$ cat src/rtl/serial_tx_shifter.sv
// Framed parallel-in / serial-out transmitter: start bit (0), WIDTH data bits
// in caller-selected order, stop bit (1), each bit held for DIV clock cycles.
module serial_tx_shifter #(
    parameter int WIDTH = 4,
    parameter int DIV   = 4
) (
    input  logic             clk,
    input  logic             rst_n,
    input  logic [WIDTH-1:0] din,
    input  logic             load_valid,
    input  logic             msb_first,
    output logic             load_ready,
    output logic             sout,
    output logic             frame,
    output logic             busy,
    output logic             done
);

    localparam int DIV_W = (DIV > 1) ? $clog2(DIV) : 1;
    localparam int BIT_W = ($clog2(WIDTH + 1) > 0) ? $clog2(WIDTH + 1) : 1;
    localparam logic [DIV_W-1:0] DIV_LAST = DIV_W'(DIV - 1);
    localparam logic [BIT_W-1:0] BIT_LAST = BIT_W'(WIDTH - 1);

    typedef enum logic [1:0] {
        S_IDLE,
        S_START,
        S_DATA,
        S_STOP
    } state_t;

    state_t           r_state;
    state_t           w_state_nxt;
    logic [WIDTH-1:0] r_shift;
    logic [WIDTH-1:0] w_shift_nxt;
    logic             r_msb;
    logic             w_msb_nxt;
    logic [DIV_W-1:0] r_div_cnt;
    logic [DIV_W-1:0] w_div_nxt;
    logic [BIT_W-1:0] r_bit_cnt;
    logic [BIT_W-1:0] w_bit_nxt;

    logic             r_sout;
    logic             r_frame;
    logic             r_busy;
    logic             r_done;
    logic             w_sout_nxt;
    logic             w_frame_nxt;
    logic             w_busy_nxt;
    logic             w_done_nxt;

    logic             w_period_end;
    logic             w_accept;

    assign w_period_end = (r_div_cnt == DIV_LAST);

    // Ready in the last STOP cycle lets the next frame start with no idle gap.
    assign load_ready = (r_state == S_IDLE) || ((r_state == S_STOP) && w_period_end);
    assign w_accept   = load_valid && load_ready;

    // NOTE: every signal driven here gets a default first so no path leaves it
    // unassigned; a missing default would infer a latch.
    always_comb begin
        w_state_nxt = r_state;
        w_shift_nxt = r_shift;
        w_msb_nxt   = r_msb;
        w_div_nxt   = r_div_cnt;
        w_bit_nxt   = r_bit_cnt;

        case (r_state)
            S_IDLE: begin
                if (w_accept) begin
                    w_state_nxt = S_START;
                    w_shift_nxt = din;
                    w_msb_nxt   = msb_first;
                    w_div_nxt   = '0;
                    w_bit_nxt   = '0;
                end
            end
            S_START: begin
                if (w_period_end) begin
                    w_state_nxt = S_DATA;
                    w_div_nxt   = '0;
                    w_bit_nxt   = '0;
                end else begin
                    w_div_nxt = r_div_cnt + 1'b1;
                end
            end
            S_DATA: begin
                if (w_period_end) begin
                    w_div_nxt   = '0;
                    w_shift_nxt = r_msb ? (r_shift << 1) : (r_shift >> 1);
                    w_bit_nxt   = r_bit_cnt + 1'b1;
                    if (r_bit_cnt == BIT_LAST) begin
                        w_state_nxt = S_STOP;
                    end
                end else begin
                    w_div_nxt = r_div_cnt + 1'b1;
                end
            end
            S_STOP: begin
                if (w_period_end) begin
                    w_div_nxt = '0;
                    w_bit_nxt = '0;
                    if (w_accept) begin
                        w_state_nxt = S_START;
                        w_shift_nxt = din;
                        w_msb_nxt   = msb_first;
                    end else begin
                        w_state_nxt = S_IDLE;
                    end
                end else begin
                    w_div_nxt = r_div_cnt + 1'b1;
                end
            end
            default: begin
                w_state_nxt = S_IDLE;
                w_div_nxt   = '0;
                w_bit_nxt   = '0;
            end
        endcase
    end

    // Outputs are decoded from next-state values and then registered, so they
    // change on the same edge as the state and never glitch.
    always_comb begin
        w_sout_nxt = 1'b1;
        case (w_state_nxt)
            S_START: w_sout_nxt = 1'b0;
            S_DATA:  w_sout_nxt = w_msb_nxt ? w_shift_nxt[WIDTH-1] : w_shift_nxt[0];
            default: w_sout_nxt = 1'b1;
        endcase
        w_frame_nxt = (w_state_nxt == S_DATA);
        w_busy_nxt  = (w_state_nxt != S_IDLE);
        w_done_nxt  = (w_state_nxt == S_STOP) && (w_div_nxt == DIV_LAST);
    end

    // NOTE: sequential state uses non-blocking assignments only, so every
    // register samples pre-edge values regardless of statement order.
    always_ff @(posedge clk or negedge rst_n) begin
        if (!rst_n) begin
            r_state   <= S_IDLE;
            r_shift   <= '0;
            r_msb     <= 1'b0;
            r_div_cnt <= '0;
            r_bit_cnt <= '0;
            r_sout    <= 1'b1;
            r_frame   <= 1'b0;
            r_busy    <= 1'b0;
            r_done    <= 1'b0;
        end else begin
            r_state   <= w_state_nxt;
            r_shift   <= w_shift_nxt;
            r_msb     <= w_msb_nxt;
            r_div_cnt <= w_div_nxt;
            r_bit_cnt <= w_bit_nxt;
            r_sout    <= w_sout_nxt;
            r_frame   <= w_frame_nxt;
            r_busy    <= w_busy_nxt;
            r_done    <= w_done_nxt;
        end
    end

    assign sout  = r_sout;
    assign frame = r_frame;
    assign busy  = r_busy;
    assign done  = r_done;

endmodule

$ cat config.mk
export PLATFORM = sky130hd
export DESIGN_NAME = serial_tx_shifter
export DESIGN_NICKNAME = d
export VERILOG_FILES = /design/src/rtl/serial_tx_shifter.sv
export SDC_FILE = /design/constraint.sdc
export NUM_CORES = 1
export LEC_CHECK = 0
export BUFFER_PORTS_ARGS = -buffer_cell sky130_fd_sc_hd__buf_2
export CAP_MARGIN = 20
export CORE_UTILIZATION = 63
export CTS_BUF_LIST = sky130_fd_sc_hd__clkbuf_8
export CTS_CLUSTER_SIZE = 14
export DETAILED_ROUTE_END_ITERATION = 10
export PLACE_DENSITY_LB_ADDON = 0.08
export SLEW_MARGIN = 30
export SYNTH_ARGS = -nofsm -noshare
export SYNTH_HDL_FRONTEND = slang
export SYNTH_SLANG_ARGS = --single-unit
$ cat constraint.sdc
create_clock -name clk -period 3.24 [get_ports clk]
set_input_delay 0.324 -clock clk [delete_from_list [all_inputs] [get_ports clk]]
set_output_delay 0.324 -clock clk [all_outputs]
set_load 0.01 [all_outputs]
### Word level (Yosys, flattened, before mapping)

Index checks and enable logic that the tools add are counted.

| storage, ports and cells | value |
|---|---|
| register bits | 16 |
| input port bits | 8 |

| cells by class | value |
|---|---|
| add/subtract/negate cells | 2 |
| equal/unequal tests | 13 |
| mux-type cells | 24 |
| reduce and logical (&&, ||, !) cells | 11 |

Operators with widths:

| kind | number |
|---|---|
| $mux 4 | 4 |
| $mux 2 | 7 |
| $eq 2x2->1 const B | 6 |
| $pmux 4 s3 | 1 |
| $mux 3 | 3 |
| $pmux 3 s3 | 1 |
| $pmux 2 s4 | 1 |
| $ne 2x2->1 const B | 3 |
| $reduce_and 3->1 | 2 |
| $eq 2x1->1 const B | 2 |
| $mux 1 | 4 |
| $pmux 1 s2 | 2 |
| $pmux 2 s2 | 1 |
| $add 3x1->3 const B | 1 |
| $eq 3x2->1 const B | 1 |
| $logic_and 1x1->1 | 3 |
| $reduce_bool 3->1 | 1 |
| $reduce_or 3->1 | 1 |
| $add 2x1->2 const B | 1 |
| $logic_not 2->1 | 1 |
| $ne 2x1->1 const B | 1 |
| $reduce_bool 2->1 | 1 |
| $reduce_or 2->1 | 1 |
| $logic_or 1x1->1 | 1 |

### Logic depth before layout (Yosys ltp)

| depth | value |
|---|---|
| word-level depth | 9 |
| depth in mapped cells | 8 |

### Worst setup path before layout

No wires, ideal clock.

| timing | value |
|---|---|
| kind | register to register |
| start point | register r_state[0] |
| end point | register r_sout, in the netlist sout |
| arrival time | 1627 ps |
| setup slack | 1545 ps |
| cell stages (with the launch flop) | 8 |
| buffers on the path | 0 |
| cell sequence | dfrtp_1 inv_1 ha_1 nand2_2 or4b_4 o211ai_2 mux2i_1 a21oi_2 |

| between the ends | value |
|---|---|
| cells in the longest elaborated chain, start to end | 9 |
| elaborated cells on any way between the ends | 24 |
| classes of those cells | eq/ne: 5; mux: 15; reduce/logical: 4 |

Ends and longest elaborated chain:

| element | line | source |
|---|---|---|
| start: declaration | 31 | `state_t r_state;` |
| start signal: assignment | 151 | `r_state <= w_state_nxt;` |
| $eq 2x2->1 | 57, 69 |  |
| $logic_and 1x1->1 | 57 | `assign load_ready = (r_state == S_IDLE) \|\| ((r_state == S_STOP) && w_period_end);` |
| $logic_or 1x1->1 | 57 |  |
| $logic_and 1x1->1 | 58 | `assign w_accept = load_valid && load_ready;` |
| $mux 4 | 71, 104 |  |
| $mux 4 | 101 | `if (w_period_end) begin` |
| $pmux 4 s3 * | 69 | `case (r_state)` |
| via w_shift_nxt[0] | 34 | `logic [WIDTH-1:0] w_shift_nxt;` |
| $mux 1 * | 129 | `S_DATA: w_sout_nxt = w_msb_nxt ? w_shift_nxt[WIDTH-1] : w_shift_nxt[0];` |
| $pmux 1 s2 * | 127 | `case (w_state_nxt)` |
| via w_sout_nxt | 46 | `logic w_sout_nxt;` |
| end signal: assignment | 156 | `r_sout <= w_sout_nxt;` |
| end: declaration | 42 | `logic r_sout;` |

Mark *: on every way through the listed nets, which the timed path passes. The rest lies on a longest branch. The select of a mux whose other input is x is not followed.
A chain may end at the register's enable or synchronous reset.

### Worst setup path after layout

Same ends and word-level chain as after synthesis.

==> results.md <==
- Number of synthesized flops with an enable pin: 0
- Port-buffer cells: 12
- Number of hold buffers added after cts: 1
- Detailed Route WL: 1837 µm
- Min-delay src: msb_first
- Crit. End Element: flop
- Worst setup SP type: flop
- Post-route minimum period: 1935 ps
- Hold Path Stages: 3
- Via Count: 766
- Count leader, synth: dfrtp_1
- Post-CTS Resized: 0
- Clk buf depth: 2
- Yosys top cell area share: 39.47%
- Placer Congestion: 0.8629
- Hold endpoint: r_msb
- Warning count from the yosys run: 0
- Final ANT Viol Nets: 0
- Max Cap Viol: 0
- Post-synthesis sequential area ratio: 42.24%
- Unrepaired setup endpoints after global routing: no
- Tcrit/Tclk final: 59.72%
- First-pass iteration count of the detailed router: 4
- Met3 WL post-DR: 70 µm
- Post-CTS setup buffer count: 0
- Crit-path cells: inv_1 -> ha_1 -> nand2_2 -> or4b_4 -> o211ai_2 -> mux2i_1 -> a21oi_2
- Antenna cells: 0
- Leak pwr: 0.4995 nW
- Mapped Area: 950.9 µm²
- Synth cell count leaders: dfrtp_1 (15), nand2_1 (12), inv_1 (9), ha_1 (7)
- Wire per inst: 14.70 µm
- Total GRT Usage: 27.55%
- Clock-pin transition on the worst setup and hold timing paths: 70 ps
- Nets: 126
- Synth area leaders: dfrtp_1 (39%), ha_1 (9.2%), nand2_1 (4.7%), o31ai_1 (4.7%), mux2i_1 (4.2%)
- Least-Margin Pin Slew: 485.2 ps
- Status: complete, no violations
- Fmax: 516.8 MHz
- Non-filler cells, final: 125
- Worst hold path class: in -> reg
- Yosys reg bits: 16
- Max_slew headroom: 67.37%
- Setup TNS: 0 ps
- Final Hold Viols: 0
- CTS buffer count: 3
- Reg2reg start: r_state[0]
- GR Overflow Total: 0
- WS Path Type: reg -> reg
- DPL Wire Length: 1331 µm
- Ratio of cells with drive above 1 in the final layout: 21.82%
- First-pass GRT wire length: 2822 µm
- Critical path's top delay family: simple AND/OR/NAND/NOR gates
- CTS Sinks: 16
- Synth cell types: 33
- Initial DRC count: 24
- Setup violators final: 0
- WL met1: 840 µm
- CTS tree: yes
- Fraction of registers with async set/reset: 100.0%
- Slowest cell on the critical path: or4b_4
- Syn_nets: 111
- Die area: 1669 µm²
- R2r setup slk: 1310 ps
- Max Slew Vio Count: 0
- Largest net degree at the start of global routing: 17
- Syn avg cell area: 9.905 µm²
- Synthesis-to-finish area growth: 11.84%
- PwrDens: 986.6 nW/µm²
- Clock Skews: 6.857 ps
- CP required: 3430 ps
- Dpl cells: 120
- Worst path depth: 7
- Gate Count Post-Synth: 96
- Die width: 40.85 µm
- Via density: 6.128
- Core area: 1350 µm²
- Dominant synthesized flop cell: dfrtp_1
- Met2 wire length: 876 µm
- Vias in the first global route: 656
- Root buf cell: clkbuf_8
- Yosys top cell by area: dfrtp_1
- Core Rows: 13
- Die height: 40.85 µm
- Clock Latency Late Sink: 250 ps
- CP Data Arrival Time: 2120 ps
- Max stage delay on crit path: 530 ps
- Critical-path maximum fanout: 6
- WP buf/inv: 1
- DR DRC count: 0
- Max rail drop VDD: 0.0006019 V
- Io pins: 13
- Initial Utilization: 70.44%
- R2R cell count: 7
- Uppermost routed layer: met4
- H-Tree Depth: 1
- R2r endpoint: sout
- Initial antenna violation count: 0
- Fillers: 99
## cells by family after synthesis
kind of cell	Yosys count	share of synthesized area [%]
AOI/OAI and AO/OA	29	21.58
and+or+nand+nor	27	15.79
DFF	16	42.24
buffers and inverters	12	5.789
adders and majority gates	7	9.210
muxes	5	5.395
## power breakdown
group | switching [mW] | internal [mW]
Combinational | 0.332 | 0.219
Clock | 0.0692 | 0.0841
Sequential | 0.0578 | 0.287
## sequential cells by signal, indices dropped and copies added, names as in the netlist
register,flops
r_bit_cnt,3
busy,1
sout,1
r_shift,4
frame,1
r_state,2
r_div_cnt,2
r_msb,1
done,1
## through the flow
stage | instance area [µm²] | hold WS, ps | setup WS (ps) | total power [mW] | util, %
6_report | 1064 | 374.8 | 1305 | 1.049 | 78.78
5_1_grt | 1064 | 375.2 | 1171 | 1.128 | 78.78
4_1_cts | 1064 | 375.0 | 1313 | 1.049 | 78.78
3_5_place_dp | 1008 | 251.5 | 1350 | 0.8887 | 74.70
3_3_place_gp | 1008 | 244.7 | 1372 | 0.8709 | 74.70
2_1_floorplan | 950.9 | 28.41 | 1545 | 0.7632 | -
## tightest hold or removal path, cell delays in order
cell	delay [ps]
buf_2	90
nand4b_1	80
nand2_1	70
## cell type report
| cell class | count | area (µm²) | area share [%] |
|---|---|---|---|
| multi-input cells | 68 | 494.2 | 46.47 |
| flip-flops and latches | 16 | 401.6 | 37.76 |
| repair buffers | 13 | 70.07 | 6.588 |
| clock buffers | 3 | 41.29 | 3.882 |
| inverters | 9 | 33.78 | 3.176 |
| well taps | 15 | 18.77 | 1.765 |
| clock inverters | 1 | 3.754 | 0.3529 |
## cell usage in the layout, fill, tap and decap left out, drive strengths merged
cell type	n
a22oi	1
clkbuf	3
dfstp	1
nor2b	3
nand4b	2
nor2	2
dlygate4sd3	1
and3b	1
and2	1
mux2	1
o211ai	2
o21ai	6
and4b	1
a21boi	1
o31ai	6
a21o	1
buf	12
o22ai	2
a21oi	5
dfrtp	15
nor3	3
ha	7
o21bai	1
or4b	1
o41ai	1
o2bb2ai	1
inv	10
o32a	1
o22a	1
mux2i	4
nand2	13
## layer usage
layer  vias to the layer above  GRT usage (%)
li1                        379              -
met1                       357          34.15
met2                        23          41.41
met3                         7          6.522
met4                         0          20.00
met5                         -              0
## worst max-delay path by stage
stage               startpoint    to  slack (ps)
floorplan           r_state[0]  sout        1550
global placement    r_state[0]  sout        1370
detailed placement  r_state[0]  sout        1350
CTS                 r_state[0]  sout        1310
global route        r_state[0]  sout        1170
finish              r_state[0]  sout        1310
Power figures use the tool's default switching activity.
